### config.mk
export PLATFORM = sky130hd
export DESIGN_NAME = arm_decode_stage
export DESIGN_NICKNAME = d
export VERILOG_FILES = /design/src/rtl/arm_decode_stage.sv
export SDC_FILE = /design/constraint.sdc
export NUM_CORES = 1
export LEC_CHECK = 0
export ABC_CLOCK_PERIOD_IN_PS = 4500
export CAP_MARGIN = 20
export CORE_ASPECT_RATIO = 0.6
export CORE_MARGIN = 2
export CORE_UTILIZATION = 55
export CTS_BUF_LIST = sky130_fd_sc_hd__clkbuf_8 sky130_fd_sc_hd__clkbuf_16
export CTS_CLUSTER_DIAMETER = 100
export DETAILED_ROUTE_END_ITERATION = 10
export GPL_ROUTABILITY_DRIVEN = 1
export PLACE_DENSITY = 0.8
export REMOVE_ABC_BUFFERS = 1
export SYNTH_ARGS = -nofsm -noshare
export SYNTH_HDL_FRONTEND = slang
export SYNTH_SLANG_ARGS = --single-unit
### constraint.sdc
create_clock -name clk -period 4.5 [get_ports clk]
set_input_delay 0.9 -clock clk [delete_from_list [all_inputs] [get_ports clk]]
set_output_delay 0.9 -clock clk [all_outputs]
set_load 0.03 [all_outputs]
### src/rtl/arm_decode_stage.sv
// ARM decode stage: DEPTH-entry instruction queue feeding a registered decode bundle.
// Define DECODE_MULTIPLY_EN to decode MUL/MLA; otherwise that encoding is flagged undefined.
module arm_decode_stage #(
  parameter int DEPTH      = 4,
  parameter int ADDR_WIDTH = 32
) (
  input  logic                         clk,
  input  logic                         reset,
  input  logic                         flush,
  input  logic                         in_valid,
  output logic                         in_ready,
  input  logic [31:0]                  in_instr,
  input  logic [ADDR_WIDTH-1:0]        in_pc,
  output logic [$clog2(DEPTH+1)-1:0]   queue_count,
  output logic                         out_valid,
  input  logic                         out_ready,
  output logic [ADDR_WIDTH-1:0]        out_pc,
  output logic [3:0]                   cond,
  output logic [3:0]                   opcode,
  output logic                         set_flags,
  output logic [3:0]                   rd,
  output logic [3:0]                   rn,
  output logic [3:0]                   rm,
  output logic [3:0]                   rs,
  output logic [1:0]                   shift,
  output logic [4:0]                   shift_amount,
  output logic                         use_rs,
  output logic                         use_imm32,
  output logic                         use_register,
  output logic [3:0]                   rotate_imm,
  output logic [7:0]                   imm8,
  output logic                         access_memory,
  output logic                         is_load,
  output logic                         is_unsigned_byte,
  output logic                         is_not_postindex,
  output logic                         is_added_offset,
  output logic                         is_write_back,
  output logic                         mem_write,
  output logic [11:0]                  offset_12,
  output logic                         is_branch,
  output logic                         branch_with_link,
  output logic [ADDR_WIDTH-1:0]        branch_target,
  output logic                         is_multiply,
  output logic                         accumulate,
  output logic                         undefined
);

  localparam int PTR_W = $clog2(DEPTH);
  localparam int CNT_W = $clog2(DEPTH+1);
  localparam int EXT_W = (ADDR_WIDTH > 26) ? ADDR_WIDTH : 26;

  typedef struct packed {
    logic [ADDR_WIDTH-1:0] pc;
    logic [3:0]            cond;
    logic [3:0]            opcode;
    logic                  set_flags;
    logic [3:0]            rd;
    logic [3:0]            rn;
    logic [3:0]            rm;
    logic [3:0]            rs;
    logic [1:0]            shift;
    logic [4:0]            shift_amount;
    logic                  use_rs;
    logic                  use_imm32;
    logic                  use_register;
    logic [3:0]            rotate_imm;
    logic [7:0]            imm8;
    logic                  access_memory;
    logic                  is_load;
    logic                  is_unsigned_byte;
    logic                  is_not_postindex;
    logic                  is_added_offset;
    logic                  is_write_back;
    logic                  mem_write;
    logic [11:0]           offset_12;
    logic                  is_branch;
    logic                  branch_with_link;
    logic [ADDR_WIDTH-1:0] branch_target;
    logic                  is_multiply;
    logic                  accumulate;
    logic                  undefined;
  } bundle_t;

  function automatic logic [ADDR_WIDTH-1:0] branch_dest(input logic [ADDR_WIDTH-1:0] pc,
                                                        input logic [23:0] imm24);
    logic signed [25:0]      off26;
    logic signed [EXT_W-1:0] off_ext;
    off26   = signed'({imm24, 2'b00});
    off_ext = EXT_W'(off26);
    return pc + ADDR_WIDTH'(8) + off_ext[ADDR_WIDTH-1:0];
  endfunction

  function automatic bundle_t decode(input logic [31:0] ins, input logic [ADDR_WIDTH-1:0] pc);
    bundle_t b;
    logic    undef;
    b     = '0;
    undef = 1'b0;
    if (ins[31:28] == 4'hF) begin
      undef = 1'b1;
`ifdef DECODE_MULTIPLY_EN
    end else if (ins[27:22] == 6'b000000 && ins[7:4] == 4'b1001) begin
      b.is_multiply = 1'b1;
      b.accumulate  = ins[21];
      b.set_flags   = ins[20];
      b.rd          = ins[19:16];
      b.rn          = ins[15:12];
      b.rs          = ins[11:8];
      b.rm          = ins[3:0];
`else
    end else if (ins[27:22] == 6'b000000 && ins[7:4] == 4'b1001) begin
      undef = 1'b1;
`endif
    end else begin
      case (ins[27:25])
        3'b000: begin
          // bits 4 and 7 both set is the multiply/extra-load space, not a shifter operand
          if (ins[4] && ins[7]) begin
            undef = 1'b1;
          end else begin
            b.opcode       = ins[24:21];
            b.set_flags    = ins[20];
            b.rn           = ins[19:16];
            b.rd           = ins[15:12];
            b.shift        = ins[6:5];
            b.rm           = ins[3:0];
            b.use_register = 1'b1;
            if (ins[4]) begin
              b.use_rs = 1'b1;
              b.rs     = ins[11:8];
            end else begin
              b.shift_amount = ins[11:7];
            end
          end
        end
        3'b001: begin
          b.opcode     = ins[24:21];
          b.set_flags  = ins[20];
          b.rn         = ins[19:16];
          b.rd         = ins[15:12];
          b.use_imm32  = 1'b1;
          b.rotate_imm = ins[11:8];
          b.imm8       = ins[7:0];
        end
        3'b010, 3'b011: begin
          if (ins[25] && ins[4]) begin
            undef = 1'b1;
          end else begin
            b.access_memory    = 1'b1;
            b.is_not_postindex = ins[24];
            b.is_added_offset  = ins[23];
            b.is_unsigned_byte = ins[22];
            b.is_write_back    = ins[21];
            b.is_load          = ins[20];
            b.mem_write        = ~ins[20];
            b.rn               = ins[19:16];
            b.rd               = ins[15:12];
            if (ins[25]) begin
              b.use_register = 1'b1;
              b.rm           = ins[3:0];
              b.shift_amount = ins[11:7];
              b.shift        = ins[6:5];
            end else begin
              b.offset_12 = ins[11:0];
            end
          end
        end
        3'b101: begin
          b.is_branch        = 1'b1;
          b.branch_with_link = ins[24];
          b.branch_target    = branch_dest(pc, ins[23:0]);
        end
        default: undef = 1'b1;
      endcase
    end
    if (undef) begin
      b           = '0;
      b.undefined = 1'b1;
    end
    b.cond = ins[31:28];
    b.pc   = pc;
    return b;
  endfunction

  // Stage p0: instruction queue
  logic [31:0]           instr_q_p0 [DEPTH];
  logic [ADDR_WIDTH-1:0] pc_q_p0    [DEPTH];
  logic [PTR_W-1:0]      wr_ptr_p0;
  logic [PTR_W-1:0]      rd_ptr_p0;
  logic [CNT_W-1:0]      count_p0;
  logic                  full_p0;
  logic                  empty_p0;
  logic                  push_p0;
  logic                  pop_p0;
  bundle_t               decoded_p0;

  logic                  vld_p1;
  bundle_t               bundle_p1;

  assign full_p0    = (count_p0 == CNT_W'(DEPTH));
  assign empty_p0   = (count_p0 == '0);
  assign in_ready   = ~full_p0;
  assign push_p0    = in_valid & ~full_p0 & ~flush & ~reset;
  assign pop_p0     = ~empty_p0 & (~vld_p1 | out_ready) & ~flush & ~reset;
  assign decoded_p0 = decode(instr_q_p0[rd_ptr_p0], pc_q_p0[rd_ptr_p0]);

  always_ff @(posedge clk) begin
    if (push_p0) begin
      instr_q_p0[wr_ptr_p0] <= in_instr;
      pc_q_p0[wr_ptr_p0]    <= in_pc;
    end
  end

  always_ff @(posedge clk) begin
    if (reset || flush) begin
      wr_ptr_p0 <= '0;
      rd_ptr_p0 <= '0;
      count_p0  <= '0;
    end else begin
      if (push_p0) wr_ptr_p0 <= wr_ptr_p0 + PTR_W'(1);
      if (pop_p0)  rd_ptr_p0 <= rd_ptr_p0 + PTR_W'(1);
      case ({push_p0, pop_p0})
        2'b10:   count_p0 <= count_p0 + CNT_W'(1);
        2'b01:   count_p0 <= count_p0 - CNT_W'(1);
        default: count_p0 <= count_p0;
      endcase
    end
  end

  // Stage p1: registered decode bundle
  always_ff @(posedge clk) begin
    if (reset) begin
      vld_p1    <= 1'b0;
      bundle_p1 <= '0;
    end else if (flush) begin
      vld_p1 <= 1'b0;
    end else if (pop_p0) begin
      vld_p1    <= 1'b1;
      bundle_p1 <= decoded_p0;
    end else if (out_ready) begin
      vld_p1 <= 1'b0;
    end
  end

  assign queue_count      = count_p0;
  assign out_valid        = vld_p1;
  assign out_pc           = bundle_p1.pc;
  assign cond             = bundle_p1.cond;
  assign opcode           = bundle_p1.opcode;
  assign set_flags        = bundle_p1.set_flags;
  assign rd               = bundle_p1.rd;
  assign rn               = bundle_p1.rn;
  assign rm               = bundle_p1.rm;
  assign rs               = bundle_p1.rs;
  assign shift            = bundle_p1.shift;
  assign shift_amount     = bundle_p1.shift_amount;
  assign use_rs           = bundle_p1.use_rs;
  assign use_imm32        = bundle_p1.use_imm32;
  assign use_register     = bundle_p1.use_register;
  assign rotate_imm       = bundle_p1.rotate_imm;
  assign imm8             = bundle_p1.imm8;
  assign access_memory    = bundle_p1.access_memory;
  assign is_load          = bundle_p1.is_load;
  assign is_unsigned_byte = bundle_p1.is_unsigned_byte;
  assign is_not_postindex = bundle_p1.is_not_postindex;
  assign is_added_offset  = bundle_p1.is_added_offset;
  assign is_write_back    = bundle_p1.is_write_back;
  assign mem_write        = bundle_p1.mem_write;
  assign offset_12        = bundle_p1.offset_12;
  assign is_branch        = bundle_p1.is_branch;
  assign branch_with_link = bundle_p1.branch_with_link;
  assign branch_target    = bundle_p1.branch_target;
  assign is_multiply      = bundle_p1.is_multiply;
  assign accumulate       = bundle_p1.accumulate;
  assign undefined        = bundle_p1.undefined;

endmodule
==> results of run 1 <==
==> tightest hold or removal path, cell delays in order (launching register included) <==
cell     delay, ns
dfxtp_1       0.31
nand2_1       0.05
a21oi_1       0.05
==> how the worst max path moves through the flow <==
stage	to	depth (start not counted)	from
finish	branch_target[30]	11	flop
global placement	branch_target[30]	11	flop
CTS	branch_target[25]	12	flop
floorplan	branch_target[25]	7	reset
detailed placement	branch_target[25]	12	flop
global route	branch_target[30]	11	flop
==> cell families (layout without fill, tap and decap cells) <==
kind of cell | after synthesis | count (layout) | share of synthesized area [%]
mux | 65 | 65 | 9.05
compound gates | 223 | 223 | 9.27
buf+inv | 75 | 315 | 1.97
fa+ha+maj | 64 | 64 | 5.08
simple gates | 268 | 268 | 7.32
xor+xnor | 28 | 28 | 1.53
other cells | 1 | 2 | 0.0234
flops | 399 | 399 | 65.8
==> power by group <==
| group | switching (mW) | total (mW) | internal [mW] |
|---|---|---|---|
| sequential | 0.00902 | 3.93 | 3.92 |
| combinational | 0.244 | 0.409 | 0.165 |
| clock | 1.31 | 2.94 | 1.62 |
| total | 1.56 | 7.27 | 5.71 |
==> flip-flops by register name, indices dropped and copies added, names as in the netlist, 5 cells and up, named ones only <==
name and count:
instr_q_p0 128, branch_target 32, imm8 8, out_pc 32, pc_q_p0 128, shift_amount 5, offset_12 12
==> cell usage after synthesis (2+ instances only) <==
cell | number | area (um^2)
inv_1 | 17 | 63.8
a21oi_1 | 78 | 390
edfxtp_1 | 256 | 7690
nor2_1 | 78 | 293
a221oi_1 | 2 | 17.5
a211oi_1 | 3 | 22.5
o21a_1 | 5 | 37.5
clkbuf_1 | 41 | 154
and2_1 | 7 | 43.8
mux4_2 | 64 | 1440
o21bai_1 | 4 | 30.0
and3_1 | 5 | 31.3
xor2_1 | 13 | 114
nand3b_1 | 2 | 15.0
buf_4 | 4 | 30.0
a22oi_1 | 32 | 240
o2111ai_1 | 2 | 17.5
xnor2_1 | 15 | 131
nand2_1 | 125 | 469
o211ai_1 | 4 | 30.0
buf_2 | 10 | 50.1
nand3_1 | 11 | 55.1
nand2b_1 | 5 | 31.3
nor2b_1 | 7 | 43.8
nor4_1 | 2 | 12.5
a22o_1 | 36 | 315
nand4_1 | 5 | 31.3
or3_1 | 8 | 50.1
a32oi_1 | 3 | 26.3
o21ai_0 | 28 | 140
a21boi_0 | 3 | 22.5
ha_1 | 62 | 776
dfxtp_1 | 143 | 2860
a21o_1 | 7 | 52.6
fa_1 | 2 | 40.0
nor3_1 | 4 | 20.0
==> final cells by class <==
class                   instances  area share (%)
inverters                      18           0.343
well taps                     375            2.38
flip-flops and latches        399            53.6
repair buffers                233            11.7
multi-input cells             650            26.4
clock buffers                  38            4.77
clock inverters                26           0.845
==> through the flow <==
stage	utilization [%]	setup WS [ns]	hold WS, ns	power (mW)
after floorplan	-	-1.69	0.469	4.22
after global placement	64.8	0.511	0.440	4.40
after detailed placement	64.8	0.365	0.446	4.41
after CTS	68.6	0.345	0.455	7.29
after global routing	68.6	0.0889	0.482	7.49
final	68.6	0.300	0.452	7.27
==> layer usage <==
metal | up-vias | wire, um | global-route usage, %
li1 | 4680 | - | -
met1 | 5216 | 18100 | 39.8
met2 | 464 | 18000 | 40.7
met3 | 58 | 3690 | 5.94
met4 | 4 | 602 | 5.52
met5 | - | 79 | 1.77
==> results.yml, run 1 <==
worst_setup_path:
  worst_path_largest_cell_delay_ns: 0.68
  critPathTopFamily: "compound AO/OA/AOI/OAI gates"
  cp_cell_sequence: "buf_4 > mux4_2 > ha_1 > ha_1 > a21oi_1 > o21ai_0 > a221oi_1 > and3b_1 > a41oi_1 > mux2i_1 > a211o_1"
  worst_ep_required_time_ns: 4.91
  crit_arrival_ns: 4.61
  path_max_fanout: 32
  path_buf_inv: 1
  critPathLaunchType: "flop"
  r2r-end: "branch_target[30]"
  r2r_cells: 11
  ff2ff_setup_slack_ns: 0.30
  endpoint_kind: "flop"
  crit_top_cell: "ha_1"
  crit_type: "flop to flop"
  crit_slowest_cell: "dfxtp_4"
layout:
  final_cell_mix: "256 x edfxtp_1, 205 x clkdlybuf4s50_1, 141 x dfxtp_1"
  fin_nets: 1471
  drive_gt1_share_pct: 11.4
  fillCellCount: 1970
  fin_area_mm2: 0.0197
  area_delta_synth_final_pct: 22.8
  multi_input_area_mm2: 0.00520
  finalNonFillerCells: 1739
  final_common_cell: "edfxtp_1"
  antenna_cells: 0
  seq_area_mm2: 0.0106
routing:
  first_pass_iters: 6
  ant_nets: 0
  drc: 0
  avgRoutedWirePerCell_um: 23.3
  routed_wl_mm: 40.5
  vias_per_cell: 5.99
  num_vias: 10422
  drt-initial-drc-count: 1069
yosys:
  netlist_instances: 1123
  synth-async-reset-ratio_pct: 0
  synth_seq_cells: 399
  yosysUniqueCellTypes: 66
  ys_seq_area_share_pct: 65.8
  synthesis.area_mm2: 0.0160
  synth.avg_cell_area_um2: 14.3
  ys.warnings.count: 0
  ys.flop_type: "edfxtp_1"
  synth_edf_count: 256
placed_design:
  place.gp.congestion: 0.942
  dpl_cell_area_mm2: 0.0186
  dp_hpwl_mm: 28.2
  io_buffers: 206
  dpl.cell_count: 1675
floorplanning:
  initial_utilization_pct: 55.9
  die_h_um: 136
  die_x_um: 225
  num_rows: 48
  die_area_mm2: 0.0306
  core-area_mm2: 0.0287
  ios: 209
timing:
  tightestPinTransition_ns: 0.807
  period_minus_slack_ns: 4.20
  rsz0062_at_grt: "no"
  fmax_mhz: 238
  final.setup.tns_ns: 0
  period_share_pct: 93.3
  setup_viol: 0
  timing.final.max_slew_violations: 0
  hold_viol: 0
  finalClockSkew_ns: 0.0195
  slew_headroom_pct: 45.7
cts:
  clk_latency_ns: 0.53
  cts_tree: "built"
  ctsHoldBuffers: 0
  htree_levels: 2
  clkSinkCount: 399
  cts.repair.resized: 0
  cts-root-buf: "clkbuf_16"
  clk_pin_slew_ns: 0.06
  cts_buffers: 36
  clock_path_buffers: 3
  post_cts_buffers: 0
global_route:
  gr-total-overflow: 0
  track_usage_pct: 26.7
  grt_antenna_before_repair: 1
  grt_max_degree: 58
  grt_pass1_vias: 10343
  grt_pass1_wl_mm: 60.7
status:
  status: "finished clean"
worst_hold_path:
  min_to: "out_pc[27]"
  worstHoldStart: "out_pc[27]"
  hp-class: "flop to flop"
  min_path_cells: 2
power:
  leakage_nw: 6.70
  ir_worst_vdd_v: 0.000272
  power_density_mw_per_mm2: 369
flow_run:
  drv_cap: 0
Power figures use the tool's default switching activity.
==> run 2, diff against run 1 <==
--- a/config.mk
+++ b/config.mk
@@ -5,7 +5,7 @@
 export SDC_FILE = /design/constraint.sdc
 export NUM_CORES = 1
 export LEC_CHECK = 0
-export ABC_CLOCK_PERIOD_IN_PS = 4500
+export ABC_CLOCK_PERIOD_IN_PS = 4310
 export CAP_MARGIN = 20
 export CORE_ASPECT_RATIO = 0.6
 export CORE_MARGIN = 2
==> constraint.sdc (replaced) <==
create_clock -name clk -period 4.31 [get_ports clk]
set_input_delay 0.862 -clock clk [delete_from_list [all_inputs] [get_ports clk]]
set_output_delay 0.862 -clock clk [all_outputs]
set_load 0.03 [all_outputs]
==> run 2 against run 1 <==
Against the previous run:
- cell area grew 1.2%
- total power grew 9.1%
- first-iteration DRC count fell by 6.7%
- cell count is 0.92% higher
- global-route usage rose by 0.55 points
- clock skew increased by 0.0083 ns
- fmax grew 6.4%
- die area is the same
- non-clock buffer count increased by 10
- combinational power increased by 6.6%
- sequential share of layout area fell by 0.65 points
==> results.yml, run 2 (synthesis results as in run 1) <==
timing:
  timing.final.max_slew_violations: 0
  period_minus_slack_ns: 3.95
  rsz0062_at_grt: "no"
  hold_viol: 0
  fmax_mhz: 253
  final.setup.tns_ns: 0
  period_share_pct: 91.6
  tightestPinTransition_ns: 0.861
  finalClockSkew_ns: 0.0279
  slew_headroom_pct: 42.3
  setup_viol: 0
worst_setup_path:
  path_max_fanout: 10
  endpoint_kind: "flop"
  path_buf_inv: 2
  critPathLaunchType: "flop"
  crit_slowest_cell: "mux4_2"
  worst_ep_required_time_ns: 4.72
  critPathTopFamily: "compound AO/OA/AOI/OAI gates"
  crit_type: "flop to flop"
  worst_path_largest_cell_delay_ns: 0.54
  cp_cell_sequence: "buf_4 > mux4_2 > ha_1 > inv_1 > fa_1 > nor2b_1 > o2111ai_1 > a21oi_1 > o2111ai_1 > a31oi_1 > nor2_1 > or3_1"
  crit_arrival_ns: 4.35
  crit_top_cell: "o2111ai_1"
power:
  power_mw: 7.94
  switching_share_pct: 21.2
  cell_internal_pwr_mw: 6.26
  leakage_nw: 6.85
  seqPwrFrac_pct: 51.7
  p_switching_mw: 1.68
  power_density_mw_per_mm2: 398
  ir_worst_vdd_v: 0.000243
  combPwrFrac_pct: 5.5
  p_clk_share_pct: 42.8
global_route:
  grt_antenna_before_repair: 4
  grt_pass1_vias: 10481
  track_usage_pct: 27.3
  grt_max_degree: 64
  grt_pass1_wl_mm: 62.0
  gr-total-overflow: 0
placed_design:
  dpl.cell_count: 1685
  place.gp.congestion: 0.971
  io_buffers: 206
  dp_hpwl_mm: 28.7
  dpl_cell_area_mm2: 0.0187
routing:
  vias_per_cell: 6.04
  routed_wl_mm: 41.3
  first_pass_iters: 5
  num_vias: 10608
  drc: 0
  drt-initial-drc-count: 997
  ant_nets: 0
  avgRoutedWirePerCell_um: 23.6
cts:
  cts_buffers: 37
  clock_path_buffers: 3
  clk_pin_slew_ns: 0.07
  clkSinkCount: 399
  htree_levels: 2
  ctsHoldBuffers: 0
  clk_latency_ns: 0.55
  cts-root-buf: "clkbuf_16"
  cts_tree: "built"
  post_cts_buffers: 0
flow_run:
  drv_cap: 0
floorplanning:
  die_h_um: 136
  die_x_um: 225
  die_area_mm2: 0.0306
  core-area_mm2: 0.0287
  initial_utilization_pct: 55.9
  ios: 209
  num_rows: 48
layout:
  finalNonFillerCells: 1755
  area_delta_synth_final_pct: 24.3
  drive_gt1_share_pct: 12.6
  final_cell_mix: "256 x edfxtp_1, 205 x clkdlybuf4s50_1, 141 x dfxtp_1"
  seq_area_mm2: 0.0106
  fin_nets: 1482
  final_common_cell: "edfxtp_1"
  top_regs: "instr_q_p0 (128), pc_q_p0 (128)"
  fillCellCount: 1926
  multi_input_area_mm2: 0.00521
  fin_area_mm2: 0.0199
worst_hold_path:
  hp-class: "flop to flop"
status:
  status: "finished clean"
## run 2: cell count changes in the layout (fill, tap and decap cells not counted), moves of 3 or more
cell,before,now
inv_1,23,29
clkinv_1,11,1
diode_2,0,3
clkbuf_8,1,5
bufinv_16,2,5
buf_4,25,35
## run 2: worst min-delay path, stage by stage, from the launching register on
cell and delay [ns]:
dfxtp_1 0.31, nand2_1 0.05, a21oi_1 0.05
## run 2: per-stage QoR
stage | utilization (%) | setup WS [ns] | hold slack [ns]
global placement | 65.0 | 0.424 | 0.440
global route | 69.5 | 0.0629 | 0.469
floorplan | - | -1.84 | 0.469
finish | 69.5 | 0.364 | 0.449
detailed placement | 65.0 | 0.330 | 0.446
CTS | 69.4 | 0.244 | 0.453
## run 2: power by group through the flow
stage / clock [mW] / sequential [mW] / combinational [mW]
after global placement: 0 / 4.18 / 0.416
after global routing: 3.57 / 4.10 / 0.468
after detailed placement: 0 / 4.18 / 0.423
final: 3.40 / 4.10 / 0.436
after floorplan: 0 / 4.19 / 0.209
after CTS: 3.43 / 4.10 / 0.426
## run 2: worst paths after layout
kind	startpoint	end	slack [ns]	cells past startpoint
worst max-delay path	flop	branch_target[25]	0.36	12
worst min-delay path	branch_target[13]	branch_target[13]	0.45	2
worst max register to register	flop	branch_target[25]	0.36	12
worst min register to register	branch_target[13]	branch_target[13]	0.45	2
## run 2: cell type report
cell class / count / area share [%]
clock inverters: 24 / 1.20
multi-input cells: 650 / 26.1
flip-flops and latches: 399 / 52.9
diodes: 3 / 0.0376
inverters: 18 / 0.339
well taps: 375 / 2.35
clock buffers: 43 / 5.11
repair buffers: 243 / 11.9
## run 2: layer usage
layer  vias up  GRT usage (%)  share of wire, %
li1       4719              -                 -
met3        57           7.61                11
met2       534           41.1                44
met1      5296           39.9                44
met5         -              0             0.031
met4         2           6.11               1.5
## run 2: timing repair
item	in CTS	in global routing
endpoints found under the hold margin	0	0
gates resized for setup	0	2
endpoints found under the setup margin	0	1
==> run 3, diff against run 2 <==
==> constraint.sdc (replaced) <==
create_clock -name clk -period 4.31 [get_ports clk]
set_input_delay 0.862 -clock clk [delete_from_list [all_inputs] [get_ports clk]]
set_output_delay 0.862 -clock clk [all_outputs]
set_load 0.01 [all_outputs]
==> results of run 3 <==
Same layout as run 2 (identical final DEF). Status: finished clean.
Among the figures that moved: total power 7.94 mW -> 7.93 mW
